`config.mk`:
```
export PLATFORM = sky130hd
export DESIGN_NAME = uart_rx
export DESIGN_NICKNAME = d
export VERILOG_FILES = /design/src/rtl/uart_rx.sv
export SDC_FILE = /design/constraint.sdc
export NUM_CORES = 1
export LEC_CHECK = 0
export ABC_AREA = 1
export ABC_CLOCK_PERIOD_IN_PS = 1650
export BUFFER_PORTS_ARGS = -buffer_cell sky130_fd_sc_hd__buf_2
export CAP_MARGIN = 20
export CORE_MARGIN = 2
export CORE_UTILIZATION = 35
export DETAILED_ROUTE_END_ITERATION = 8
export PLACE_DENSITY = 0.63
export REMOVE_ABC_BUFFERS = 1
export SYNTH_ARGS = -nofsm -noshare
export SYNTH_HDL_FRONTEND = slang
export SYNTH_SLANG_ARGS = --single-unit
```
`constraint.sdc`:
```
create_clock -name clk -period 1.65 [get_ports clk]
set_clock_uncertainty 0.1 [all_clocks]
set_input_delay 0.4125 -clock clk [delete_from_list [all_inputs] [get_ports clk]]
set_output_delay 0.4125 -clock clk [all_outputs]
set_load 0.005 [all_outputs]
```
`src/rtl/uart_rx.sv`:
```
// 8N1 UART receiver: 16x oversampling, start-bit validation at its mid-point,
// LSB-first data capture at bit mid-points, one-clk rx_done / frame_err pulses.
module uart_rx #(
    parameter int CLK_FREQ   = 100_000_000,
    parameter int BAUD       = 9600,
    parameter int OVERSAMPLE = 16
) (
    input  logic       clk,
    input  logic       reset,
    input  logic       rxd,
    output logic [7:0] rx_data,
    output logic       rx_done,
    output logic       frame_err,
    output logic       busy
);
    localparam int unsigned DIV = CLK_FREQ / (BAUD * OVERSAMPLE);
    localparam int unsigned DW  = (DIV > 1) ? $clog2(DIV) : 1;
    localparam logic [DW-1:0] DIV_LAST = DW'(DIV - 1);

    typedef enum logic [1:0] {IDLE, START, DATA, STOP} state_t;

    state_t        state_q, state_d;
    logic          sync1_q, sync1_d;
    logic          rxd_s_q, rxd_s_d;
    logic          prev_s_q, prev_s_d;
    logic [DW-1:0] div_cnt_q, div_cnt_d;
    logic [3:0]    s_cnt_q, s_cnt_d;
    logic [2:0]    n_q, n_d;
    logic [7:0]    shift_q, shift_d;
    logic [7:0]    rx_data_q, rx_data_d;
    logic          rx_done_q, rx_done_d;
    logic          frame_err_q, frame_err_d;
    logic          s_tick;

    assign s_tick = (div_cnt_q == DIV_LAST);

    always_comb begin
        sync1_d     = rxd;
        rxd_s_d     = sync1_q;
        prev_s_d    = rxd_s_q;
        // Tick generator is free-running; frames never realign it.
        div_cnt_d   = s_tick ? '0 : div_cnt_q + 1'b1;
        state_d     = state_q;
        s_cnt_d     = s_cnt_q;
        n_d         = n_q;
        shift_d     = shift_q;
        rx_data_d   = rx_data_q;
        rx_done_d   = 1'b0;
        frame_err_d = 1'b0;
        case (state_q)
            IDLE: begin
                if (prev_s_q && !rxd_s_q) begin
                    state_d = START;
                    s_cnt_d = '0;
                end
            end
            START: begin
                if (s_tick) begin
                    if (s_cnt_q == 4'd7) begin
                        if (!rxd_s_q) begin
                            state_d = DATA;
                            s_cnt_d = '0;
                            n_d     = '0;
                        end else begin
                            state_d = IDLE;
                        end
                    end else begin
                        s_cnt_d = s_cnt_q + 4'd1;
                    end
                end
            end
            DATA: begin
                if (s_tick) begin
                    if (s_cnt_q == 4'd15) begin
                        shift_d = {rxd_s_q, shift_q[7:1]};
                        s_cnt_d = '0;
                        if (n_q == 3'd7) state_d = STOP;
                        else             n_d     = n_q + 3'd1;
                    end else begin
                        s_cnt_d = s_cnt_q + 4'd1;
                    end
                end
            end
            STOP: begin
                if (s_tick) begin
                    if (s_cnt_q == 4'd15) begin
                        if (rxd_s_q) begin
                            rx_data_d = shift_q;
                            rx_done_d = 1'b1;
                        end else begin
                            frame_err_d = 1'b1;
                        end
                        state_d = IDLE;
                    end else begin
                        s_cnt_d = s_cnt_q + 4'd1;
                    end
                end
            end
            default: state_d = IDLE;
        endcase
    end

    always_ff @(posedge clk or posedge reset) begin
        if (reset) begin
            state_q     <= IDLE;
            sync1_q     <= 1'b1;
            rxd_s_q     <= 1'b1;
            prev_s_q    <= 1'b1;
            div_cnt_q   <= '0;
            s_cnt_q     <= '0;
            n_q         <= '0;
            shift_q     <= '0;
            rx_data_q   <= '0;
            rx_done_q   <= 1'b0;
            frame_err_q <= 1'b0;
        end else begin
            state_q     <= state_d;
            sync1_q     <= sync1_d;
            rxd_s_q     <= rxd_s_d;
            prev_s_q    <= prev_s_d;
            div_cnt_q   <= div_cnt_d;
            s_cnt_q     <= s_cnt_d;
            n_q         <= n_d;
            shift_q     <= shift_d;
            rx_data_q   <= rx_data_d;
            rx_done_q   <= rx_done_d;
            frame_err_q <= frame_err_d;
        end
    end

    assign rx_data   = rx_data_q;
    assign rx_done   = rx_done_q;
    assign frame_err = frame_err_q;
    assign busy      = (state_q != IDLE);
endmodule

```
## Word level (Yosys, flattened, before mapping)

Cells that the tools add are included.

| cells by class | value |
|---|---|
| divide/modulo/power cells | 0 |
| $lt $le $gt $ge | 0 |
| muxes and demuxes | 35 |
| eq/ne operators | 19 |
| add/sub/neg operators | 3 |
| bitwise logic cells | 0 |
| shift-type cells | 0 |
| reductions and logical operators | 10 |
| $mul | 0 |

Operator list:

| cell | count |
|---|---|
| two-way mux 4 bit | 8 |
| inequality test 2 bit (second input constant) | 11 |
| two-way mux 2 bit | 9 |
| two-way mux 3 bit | 6 |
| case mux 4 bit (4 select lines) | 1 |
| adder 10 x 1 -> 10 bit (second input constant) | 1 |
| == test 10 bit (second input constant) | 1 |
| two-way mux 10 bit | 1 |
| two-way mux 1 bit | 8 |
| case mux 2 bit (4 select lines) | 1 |
| AND reduction 8 bit | 1 |
| AND reduction 7 bit | 1 |
| case mux 3 bit (2 select lines) | 1 |
| AND reduction 6 bit | 1 |
| adder 4 x 1 -> 4 bit (second input constant) | 1 |
| == test 2 bit (second input constant) | 2 |
| == test 4 x 3 -> 1 bit (second input constant) | 1 |
| == test 4 bit (second input constant) | 1 |
| AND reduction 4 bit | 1 |
| nonzero test 2 bit | 2 |
| adder 3 x 1 -> 3 bit (second input constant) | 1 |
| == test 3 bit (second input constant) | 1 |
| inequality test 3 bit (second input constant) | 1 |
| AND reduction 3 bit | 1 |
| other kinds (4) | 4 |

| storage, ports and cells | value |
|---|---|
| output and inout port bits | 11 |
| memories kept | 0 |
| logic and storage cells | 78 |
| input port bits | 3 |
| RAM bits | 0 |
| bits in read-only memories | 0 |
| bits in registers | 40 |
| bits in latches | 0 |

## Logic depth before layout (Yosys ltp)

Gate-level depths: netlist of the first run.

| logic depth | value |
|---|---|
| word-level depth | 5 |
| gate-level depth with buffers | 10 |
| depth with buffers taken out | 9 |

## Worst setup path after synthesis of the first run

OpenSTA, ideal clock, no wires.

| timing path | value |
|---|---|
| kind | reg-to-reg |
| from | register div_cnt_q[0] |
| to | register rx_data_q[0], in the netlist rx_data[0] |
| setup time | 0.117 ns |
| data required time | 1.433 ns |
| setup slack | 0.026 ns |
| period minus slack after synthesis | 1.624 ns |
| arrival time | 1.407 ns |
| cell stages (with the launch flop) | 11 |
| buffers on the path | 1 |
| cell sequence | dfrtp_1 > inv_1 > ha_1 > nand2_1 > nor2_2 > nand3_4 > clkinv_2 > nand3_4 > buf_6 > nand2_1 > o21ai_2 |

| on the way | value |
|---|---|
| cells in the longest elaborated chain, start to end | 2 |

Ends and longest elaborated chain:

| what | RTL line | text |
|---|---|---|
| from (decl) | 26 | `logic [DW-1:0] div_cnt_q, div_cnt_d;` |
| from (signal assigned) | 121 | `div_cnt_q <= div_cnt_d;` |
| == test 10 bit | 35 | `assign s_tick = (div_cnt_q == DIV_LAST);` |
| AND reduction 4 bit (no line) | -- |  |
| to (signal assigned) | 125 | `rx_data_q <= rx_data_d;` |
| to (decl) | 30 | `logic [7:0] rx_data_q, rx_data_d;` |

No other way between the ends.
A chain may end at the register's enable or synchronous reset.

## Final worst setup path of the first run

| timing path | value |
|---|---|
| from | register div_cnt_q[0] |
| to | register shift_q[6] |

| on the way | value |
|---|---|
| cells in the longest elaborated chain, start to end | 2 |

Ends and longest elaborated chain:

| what | RTL line | text |
|---|---|---|
| == test 10 bit | 35 |  |
| AND reduction 3 bit (no line) | -- |  |
| to (signal assigned) | 124 | `shift_q <= shift_d;` |
| to (decl) | 29 | `logic [7:0] shift_q, shift_d;` |

No other way between the ends.

==> metrics.yaml, run 1 <==
synth_area_sq_um: 1930
cts_root_buf: "clkbuf_8"
ys_seq_area_frac: 0.521
max_freq_ghz: 0.635
crit_required_ps: 1770
dieArea_sq_um: 6120
cts_tree: "built"
p_sw_frac: 0.325
nNetsFinal: 245
cp_max_fo: 16
synth-edff-count: 0
finalHoldViolCount: 0
vias_per_cell: 4.54
ys_ff_latch: 40
drt_iter0_drc: 49
clockBufferDepth: 2
cts_buffers: 5
grt_max_degree: 41
antenna_found_initial: 0
finalWirelength_mm: 3.51
place_hpwl_mm: 2.37
grt_use_total: 0.128
design_area_sq_um: 2340
die_h_um: 78.2
reg2reg_depth: 9
arrival_ps: 1690
grt_pass1_wl_mm: 6.24
portBuffers: 13
n_antenna_cell: 0
worst_pin_slew_ps: 387
syn_avg_cell_area_sq_um: 9.31
avgRoutedWirePerCell_um: 11.3
drv_cap: 0
netlist_instances: 207
p_sw_w: 0.000861
insertion_delay_ps: 300
hold_path_class: "primary input to async pin"
die_width_um: 78.2
combPwrFrac: 0.265
ys_types: 29
seqPwrFrac: 0.426
ys_warn_count: 0
start_util: 0.357
final_cell_count_no_fill: 310
cellLeakagePower_nw: 1.10
clk_pin_slew_ps: 90
drive_gt1_frac: 0.324
drtPass1Iterations: 4
powerDensity_nw_per_um2: 1130
ir_drop_v: 0.000636
dp.cells: 299
cp-start-kind: "flip-flop"
fin_crit_sh: 0.954
grt_overflow: 0
drc: 0
setup_viol_count_final: 0
grt_setup_unrepaired: "yes"
first_global_vias: 1362
async_flop_share: 1.00
internal-power_w: 0.00179
place_area_sq_um: 2150
fin_crit_ps: 1570
num_vias: 1408
io_pins: 14
outcome: "finished clean"
clock_sinks: 40
areaGrowthSynthToFinish_pct: 21.5
crit_path_end_kind: "flip-flop"
final-max-slew-violation-count: 0
path_class: "flip-flop to flip-flop"
gp_congestion: 0.734
p_clk_frac: 0.309
ant_nets: 0
htreeDepth: 2
ys.flop_type: "dfrtp_1"
timing.slew.headroom: 0.739
core_area_sq_um: 5410
fin_setup_tns_ps: 0
num_rows: 27
## final cells by class
| type | instances | area, sq um |
|---|---|---|
| clock buffers | 5 | 68.8 |
| well taps | 72 | 90.1 |
| repair buffers | 25 | 180 |
| inverters | 28 | 106 |
| clock inverters | 3 | 46.3 |
| flip-flops and latches | 40 | 1010 |
| multi-input cells | 137 | 843 |
| fillers | 541 | 3060 |
## critical path, stage by stage, from the launching register on
cell and delay, ps:
dfrtp_1 380, inv_1 60, ha_1 150, nand2_2 70, nor2_4 120, nand3_4 140, nor3_4 180, buf_12 170
nand2_1 60, o21ai_1 70
## final timing paths
path / start / endpoint / slack, ps
setup / recovery: div_cnt_q[0] / shift_q[6] / 80
hold / removal: reset / div_cnt_q[6] / 60
setup reg to reg: div_cnt_q[0] / shift_q[6] / 80
hold reg to reg: rxd_s_d / prev_s_d / 260
max in group asynchronous: reset / rxd_s_d / 1130
min in group clk: rxd / rxd_s_d / 110
## metal layers
metal  part of all wire  wire length [um]  global-route usage  up-vias
li1                   -                 -                   -      731
met1               0.49              1720               0.170      650
met2               0.46              1630               0.200       23
met3              0.032               114              0.0345        4
met4              0.014                49              0.0526        0
met5                  0                 0                   0        -
## sequential cells by signal, summed over array words and instances, names as in the netlist, named ones only
signal,count
prev_s_q,1
div_cnt_q,10
rx_data,8
rxd_s_d,1
n_q,3
state_q,1
s_cnt_q,4
frame_err,1
rx_done,1
prev_s_d,1
shift_q,8
## synth_stat cells (5+ instances only)
cell / n / share of area
o21ai_0: 6 / 0.016
ha_1: 5 / 0.032
nor2_2: 5 / 0.016
inv_1: 25 / 0.049
nand2_1: 51 / 0.099
nand3_1: 8 / 0.021
nor2_1: 9 / 0.018
xor2_1: 5 / 0.023
nand4_1: 5 / 0.016
dfrtp_1: 37 / 0.48
o21ai_1: 14 / 0.036
o21ai_2: 10 / 0.045
## cell families after synthesis
| family | count (synthesis) | synth area share |
|---|---|---|
| XOR/XNOR | 5 | 0.0227 |
| adder cells (fa/ha/maj) | 5 | 0.0324 |
| buffers and inverters | 31 | 0.0707 |
| AND/OR/NAND/NOR | 92 | 0.240 |
| flip-flops | 40 | 0.521 |
| AO/OA/AOI/OAI | 34 | 0.113 |
## metrics by stage
stage / setup slack, ps / power (W) / hold slack [ps] / util
2_1_floorplan: -41.8 / 0.00158 / 245 / -
3_3_place_gp: 32.4 / 0.00175 / 246 / 0.398
3_5_place_dp: 1.67 / 0.00177 / 247 / 0.398
4_1_cts: 17.6 / 0.00263 / 62.1 / 0.426
5_1_grt: -68.2 / 0.00282 / 90.5 / 0.433
6_report: 76.3 / 0.00265 / 58.5 / 0.433
## timing repair
item                       4_1_cts  5_1_grt
resized for setup                3       10
pin swaps                        0        3
cloned                           1        0
hold buffers                     0        0
buffers inserted                 2        0
setup endpoints to repair        8       27
## power groups by stage
stage | logic (W) | clock network (W) | registers, W
after floorplan | 0.000424 | 0 | 0.00116
after global placement | 0.000582 | 0 | 0.00117
after detailed placement | 0.000593 | 0 | 0.00117
after CTS | 0.000665 | 0.000841 | 0.00113
after global routing | 0.000803 | 0.000876 | 0.00114
final | 0.000701 | 0.000819 | 0.00113
## cells in the final DEF (no fill, tap or decap), types with 4 or more instances in the layout
master,n
ha_1,4
o21ai_2,10
dfrtp_1,35
buf_2,13
nor2_2,4
nand2_1,47
nand3_1,8
o21ai_0,6
clkbuf_8,5
nor2_1,8
o21ai_1,14
nand4_1,5
xor2_1,5
nand2_2,7
inv_1,25
buf_4,10
Power figures use the tool's default switching activity.
==> run 2, diff against run 1 <==
- BUFFER_PORTS_ARGS: -buffer_cell sky130_fd_sc_hd__buf_2 -> default
- DONT_BUFFER_PORTS: default -> 1
- PLACE_DENSITY: 0.63 -> 0.61
==> run 2 against run 1 <==
Effect of this change: combinational power down 11%; worst setup slack gained 14 ps; count of clock-buffer cells in the layout did not move; register-to-register slack about the same; hold slack improved by 200 ps; first-iteration DRC count increased by 6.1%; critical path depth is the same; die area is the same; routed wire length fell by 3.6%; global-route usage fell by 0.065 points; via count shrank 0.71%; critical endpoint is now rx_data[0].
==> metrics.yaml, run 2 (synthesis results as in run 1) <==
path_class: "flip-flop to flip-flop"
clk_pin_slew_ps: 90  # about the same
insertion_delay_ps: 290  # about the same
p_clk_frac: 0.313  # +0.004
clock_sinks: 40  # unchanged
cts_buffers: 5  # unchanged
drtPass1Iterations: 4  # unchanged
clockBufferDepth: 2  # unchanged
max_freq_ghz: 0.641  # +0.87%
grt_setup_unrepaired: "yes"
drive_gt1_frac: 0.261  # -0.0625
outcome: "finished clean"
num_vias: 1398  # -0.71%
fin_util: 0.421  # -0.0125
final_cell_mix: "nand2_1, dfrtp_1, inv_1"
vias_per_cell: 4.69  # +3.3%
final_common_cell: "nand2_1"
startpoint: "div_cnt_q[0]"
cts_tree: "built"
grt_pass1_wl_mm: 6.16  # -1.2%
cp-start-kind: "flip-flop"
grt_max_degree: 28  # -32%
p_sw_w: 0.000843  # -2.1%
dieArea_sq_um: 6120  # unchanged
io_pins: 14  # unchanged
setup_viol_count_final: 0  # unchanged
seqPwrFrac: 0.446  # +0.020
areaGrowthSynthToFinish_pct: 18.0
largest_reg_flops: 10  # unchanged
nNetsFinal: 233  # -4.9%
portBuffers: 0  # -13
drc: 0  # unchanged
gr-usage-met1: 0.160  # -0.0102
ant_nets: 0  # unchanged
first_global_vias: 1346  # -1.2%
place_area_sq_um: 2080  # -3.3%
combPwrFrac: 0.241  # -0.024
place_hpwl_mm: 2.39  # +0.65%
avgRoutedWirePerCell_um: 11.4  # +0.29%
htreeDepth: 2  # unchanged
finalHoldViolCount: 0  # unchanged
fill_cells: 534  # -1.3%
die_width_um: 78.2  # unchanged
multi_input_area_sq_um: 841  # -0.30%
die_h_um: 78.2  # unchanged
fin_crit_ps: 1560  # -13.5 ps
core_area_sq_um: 5410  # unchanged
cts_setup_buffers: 0  # -2
internal-power_w: 0.00175  # -1.9%
design_area_sq_um: 2270  # -2.9%
fin_crit_sh: 0.946  # -0.00821
final-seq-area_sq_um: 1010  # -0.13%
grtUsageMet2: 0.203  # +0.00259
grt_overflow: 0  # unchanged
crit_required_ps: 1740  # -30 ps
cp_max_fo: 9  # -7
drt_iter0_drc: 52  # +6.1%
timing.slew.headroom: 0.757  # +0.0176
n_antenna_cell: 0  # unchanged
hold_path_class: "flip-flop to flip-flop"
crit_path_end_kind: "flip-flop"
start_util: 0.357  # unchanged
powerDensity_nw_per_um2: 1140  # +0.98%
finalWirelength_mm: 3.39  # -3.6%
cts_root_buf: "clkbuf_8"
p_sw_frac: 0.325  # -0.000527
worst_pin_slew_ps: 361  # -26.2 ps
ir_drop_v: 0.000683  # +7.4%
num_rows: 27  # unchanged
drv_cap: 0  # unchanged
largest_register: "div_cnt_q"
antenna_found_initial: 0  # unchanged
grt_use_total: 0.128  # -0.000650
reg2reg_from: "div_cnt_q[0]"
fin_setup_tns_ps: 0  # unchanged
arrival_ps: 1650  # -40 ps
min_from: "rxd_s_d"
grt-busiest-layer: "met2"
met3_usage: 0.0483  # +0.0138
cellLeakagePower_nw: 1.04  # -5.5%
final-max-slew-violation-count: 0  # unchanged
gp_congestion: 0.790  # +7.6%
-- run 2: changes by cell type in the layout (fill, tap and decap cells not counted), sizes merged --
cell / before / now
clkinv: 1 / 3
buf: 25 / 11
clkinvlp: 1 / 0
dlygate4sd3: 0 / 2
inv: 28 / 27
-- run 2: what timing repair did --
item,CTS,global route
setup endpoints to repair,8,28
gates cloned,1,0
gates resized for setup,1,9
pin swaps,0,2
hold buffers,2,0
hold endpoints to repair,22,0
-- run 2: final timing paths --
| path | to | slack (ps) | depth (start not counted) |
|---|---|---|---|
| worst max-delay path | rx_data[0] | 90 | 9 |
| worst min-delay path | prev_s_d | 260 | 0 |
| worst max register to register | rx_data[0] | 90 | 9 |
| worst min register to register | prev_s_d | 260 | 0 |
| max in group asynchronous | rxd_s_d | 600 | 3 |
| min in group asynchronous | rx_done | 470 | 3 |
-- run 2: final cells by class --
| class | count | share of cell area |
|---|---|---|
| clock inverters | 3 | 0.0209 |
| clock buffers | 5 | 0.0303 |
| multi-input cells | 137 | 0.370 |
| well taps | 72 | 0.0396 |
| flip-flops and latches | 40 | 0.442 |
| repair buffers | 13 | 0.0506 |
| inverters | 28 | 0.0468 |
-- run 2: metrics by stage --
step	total power, W	hold WS (ps)	worst slack, ps	instances
after CTS	0.00258	260	26.1	298
after global placement	0.00174	233	42.2	287
after floorplan	0.00158	245	-41.8	204
after global routing	0.00278	262	-62.1	298
after detailed placement	0.00175	231	-2.42	287
final	0.00260	258	89.8	298
-- run 2: routing by layer --
layer / wire length [um] / up-vias
met5: 0 / -
met4: 42 / 0
met3: 92 / 5
met1: 1650 / 670
met2: 1600 / 14
li1: - / 709
-- run 2: power groups by stage --
stage | logic, W | registers [W] | clock network [W]
2_1_floorplan | 0.000424 | 0.00116 | 0
3_3_place_gp | 0.000574 | 0.00117 | 0
3_5_place_dp | 0.000576 | 0.00117 | 0
4_1_cts | 0.000581 | 0.00115 | 0.000844
5_1_grt | 0.000713 | 0.00117 | 0.000897
6_report | 0.000625 | 0.00116 | 0.000813
-- run 2: worst max-delay path, cell delays in order, from the launching register on --
cell and delay [ps]:
dfrtp_1 390, inv_1 60, ha_1 150, nand2_2 70, nor2_4 110, nand3_4 150
clkinv_2 130, nand3_4 140, nand2_1 120, o21ai_2 50
==> run 3, diff against run 2 <==
- ABC_CLOCK_PERIOD_IN_PS: 1650 -> 2000
- PLACE_DENSITY: 0.61 -> 0.59
- clock period: 1.65 -> 2 ns (I/O delays scaled with it)
==> run 3 against run 2 <==
Effect of this change: routed wire length fell by 3.0%; clock power shrank 30%; utilization decreased by 3.1 points; count of clock-buffer cells in the layout grew 1; sequential cell count stayed put; via count is 5.5% lower; largest cell class unchanged; largest power group unchanged.
==> metrics.yaml, run 3 (synthesis results as in run 1) <==
clockBufferDepth: 2  # unchanged
grt_pass1_wl_mm: 5.81  # -5.7%
cp_max_fo: 17  # +8
drive_gt1_frac: 0.209  # -0.0518
powerDensity_nw_per_um2: 925  # -19%
start_util: 0.357  # unchanged
core_area_sq_um: 5410  # unchanged
fin_crit_sh: 0.887  # -0.0588
cts_root_buf: "clkbuf_8"
crit_required_ps: 2080  # +340 ps
first_global_vias: 1259  # -6.5%
critPathBufInv: 2  # unchanged
slowest_stage: "dfrtp_1"
grt_max_degree: 28  # unchanged
hold_path_class: "primary input to async pin"
nNetsFinal: 222  # -4.7%
timing.slew.headroom: 0.742  # -0.0148
setup_viol_count_final: 0  # unchanged
drc: 0  # unchanged
drtPass1Iterations: 4  # unchanged
n_antenna_cell: 0  # unchanged
grt_use_total: 0.122  # -0.00590
grt_overflow: 0  # unchanged
worstPathCellList: "inv_1 -> ha_1 -> nand2_1 -> nor2_2 -> nand3_4 -> clkinv_2 -> nand3_4 -> nand2_1 -> o21ai_2"
combPwrFrac: 0.217  # -0.024
cts-hold-fix-buffers: 0  # -2
final-max-slew-violation-count: 0  # unchanged
gp_congestion: 0.778  # -1.5%
finalHoldViolCount: 0  # unchanged
num_rows: 27  # unchanged
largest_reg_flops: 10  # unchanged
cts_setup_buffers: 0  # unchanged
dieArea_sq_um: 6120  # unchanged
worst_pin_slew_ps: 383  # +22.0 ps
cts_resized: 0  # -1
die_h_um: 78.2  # unchanged
vias_per_cell: 4.60  # -1.9%
portBuffers: 0  # unchanged
cts_tree: "built"
seqPwrFrac: 0.492  # +0.046
p_sw_w: 0.000659  # -22%
cp-start-kind: "flip-flop"
crit_path_max_incr_delay_ps: 450  # +60 ps
final_common_cell: "nand2_1"
final_cell_count_no_fill: 287  # -3.7%
p_sw_frac: 0.338  # +0.0129
final_cell_mix: "nand2_1, dfrtp_1, inv_1"
drv_cap: 0  # unchanged
avgRoutedWirePerCell_um: 11.4  # +0.67%
crit_path_end_kind: "flip-flop"
ant_nets: 0  # unchanged
grt_setup_unrepaired: "no"
finalWirelength_mm: 3.28  # -3.0%
p_clk_frac: 0.291  # -0.022
drt_iter0_drc: 90  # +73%
ir_drop_v: 0.000401  # -41%
dp.cells: 279  # -2.8%
antenna_found_initial: 0  # unchanged
outcome: "finished clean"
cellLeakagePower_nw: 0.970  # -6.6%
areaGrowthSynthToFinish_pct: 9.34
die_width_um: 78.2  # unchanged
arrival_ps: 1860  # +210 ps
fin_setup_tns_ps: 0  # unchanged
insertion_delay_ps: 290  # about the same
largest_register: "div_cnt_q"
num_vias: 1321  # -5.5%
fin_hold_ws_ps: 0.112  # -258 ps
path_class: "flip-flop to flip-flop"
cts_buffers: 5  # unchanged
max_freq_ghz: 0.564  # -12%
clock_sinks: 40  # unchanged
place_hpwl_mm: 2.37  # -0.78%
cpLargestDelayFamily: "simple AND/OR/NAND/NOR gates"
htreeDepth: 2  # unchanged
io_pins: 14  # unchanged
clk_pin_slew_ps: 80  # about the same
internal-power_w: 0.00129  # -26%
fin_crit_ps: 1770  # +213 ps
## run 3: cell count changes in the layout (fill, tap and decap cells not counted), moves of 2 or more
cell	previous run	this run
buf_4	10	3
nand2_1	48	51
nand2_2	6	3
clkinv_4	2	0
clkinvlp_4	0	2
dlygate4sd3_1	2	0
nor2_4	3	1
## run 3: worst register-to-register path: stages (launching register included)
cell and delay (ps):
dfrtp_1 450, inv_1 80, ha_1 130, nand2_1 60, nor2_2 150, nand3_4 150, clkinv_2 130, nand3_4 210
nand2_1 140, o21ai_2 60
## run 3: through the flow
stage | worst slack, ps | area [sq um] | utilization | power, W
finish | 226 | 2110 | 0.390 | 0.00195
global route | 75.5 | 2110 | 0.390 | 0.00210
CTS | 214 | 2110 | 0.390 | 0.00199
detailed placement | 227 | 2010 | 0.372 | 0.00141
global placement | 269 | 2010 | 0.372 | 0.00140
floorplan | 308 | 1900 | - | 0.00130
## run 3: area by class of cell
cell class                 instances  area [sq um]
clock buffer                       6          82.6
clock inverter                     2          15.0
fill                             556          3300
inverter                          28           106
multi-input combinational        136           787
sequential                        40          1000
tap                               72          90.1
timing repair buffer               3          22.5
## run 3: path summary, 6_finish.rpt
| check | from | to | slack (ps) | depth (start not counted) |
|---|---|---|---|---|
| worst max-delay path | div_cnt_q[0] | rx_data[4] | 230 | 9 |
| worst min-delay path | reset | rx_done | 0.1 | 2 |
| worst max register to register | div_cnt_q[0] | rx_data[4] | 230 | 9 |
| worst min register to register | rxd_s_d | prev_s_d | 260 | 0 |
| max in group asynchronous | reset | prev_s_d | 1430 | 2 |
| min in group clk | rxd | rxd_s_d | 100 | 0 |
## run 3: metal layers
metal  track usage  vias up  part of all wire
li1              -      677                 -
met1         0.150      620              0.47
met2         0.193       18              0.46
met3        0.0402        6             0.040
met4        0.0579        0             0.021
met5             0        -                 0
## run 3: power by group through the flow
stage	Combinational, W	Clock (W)	Sequential (W)
global route	0.000500	0.000626	0.000972
global placement	0.000423	0	0.000974
floorplan	0.000350	0	0.000954
detailed placement	0.000432	0	0.000975
finish	0.000424	0.000567	0.000960
CTS	0.000432	0.000594	0.000959
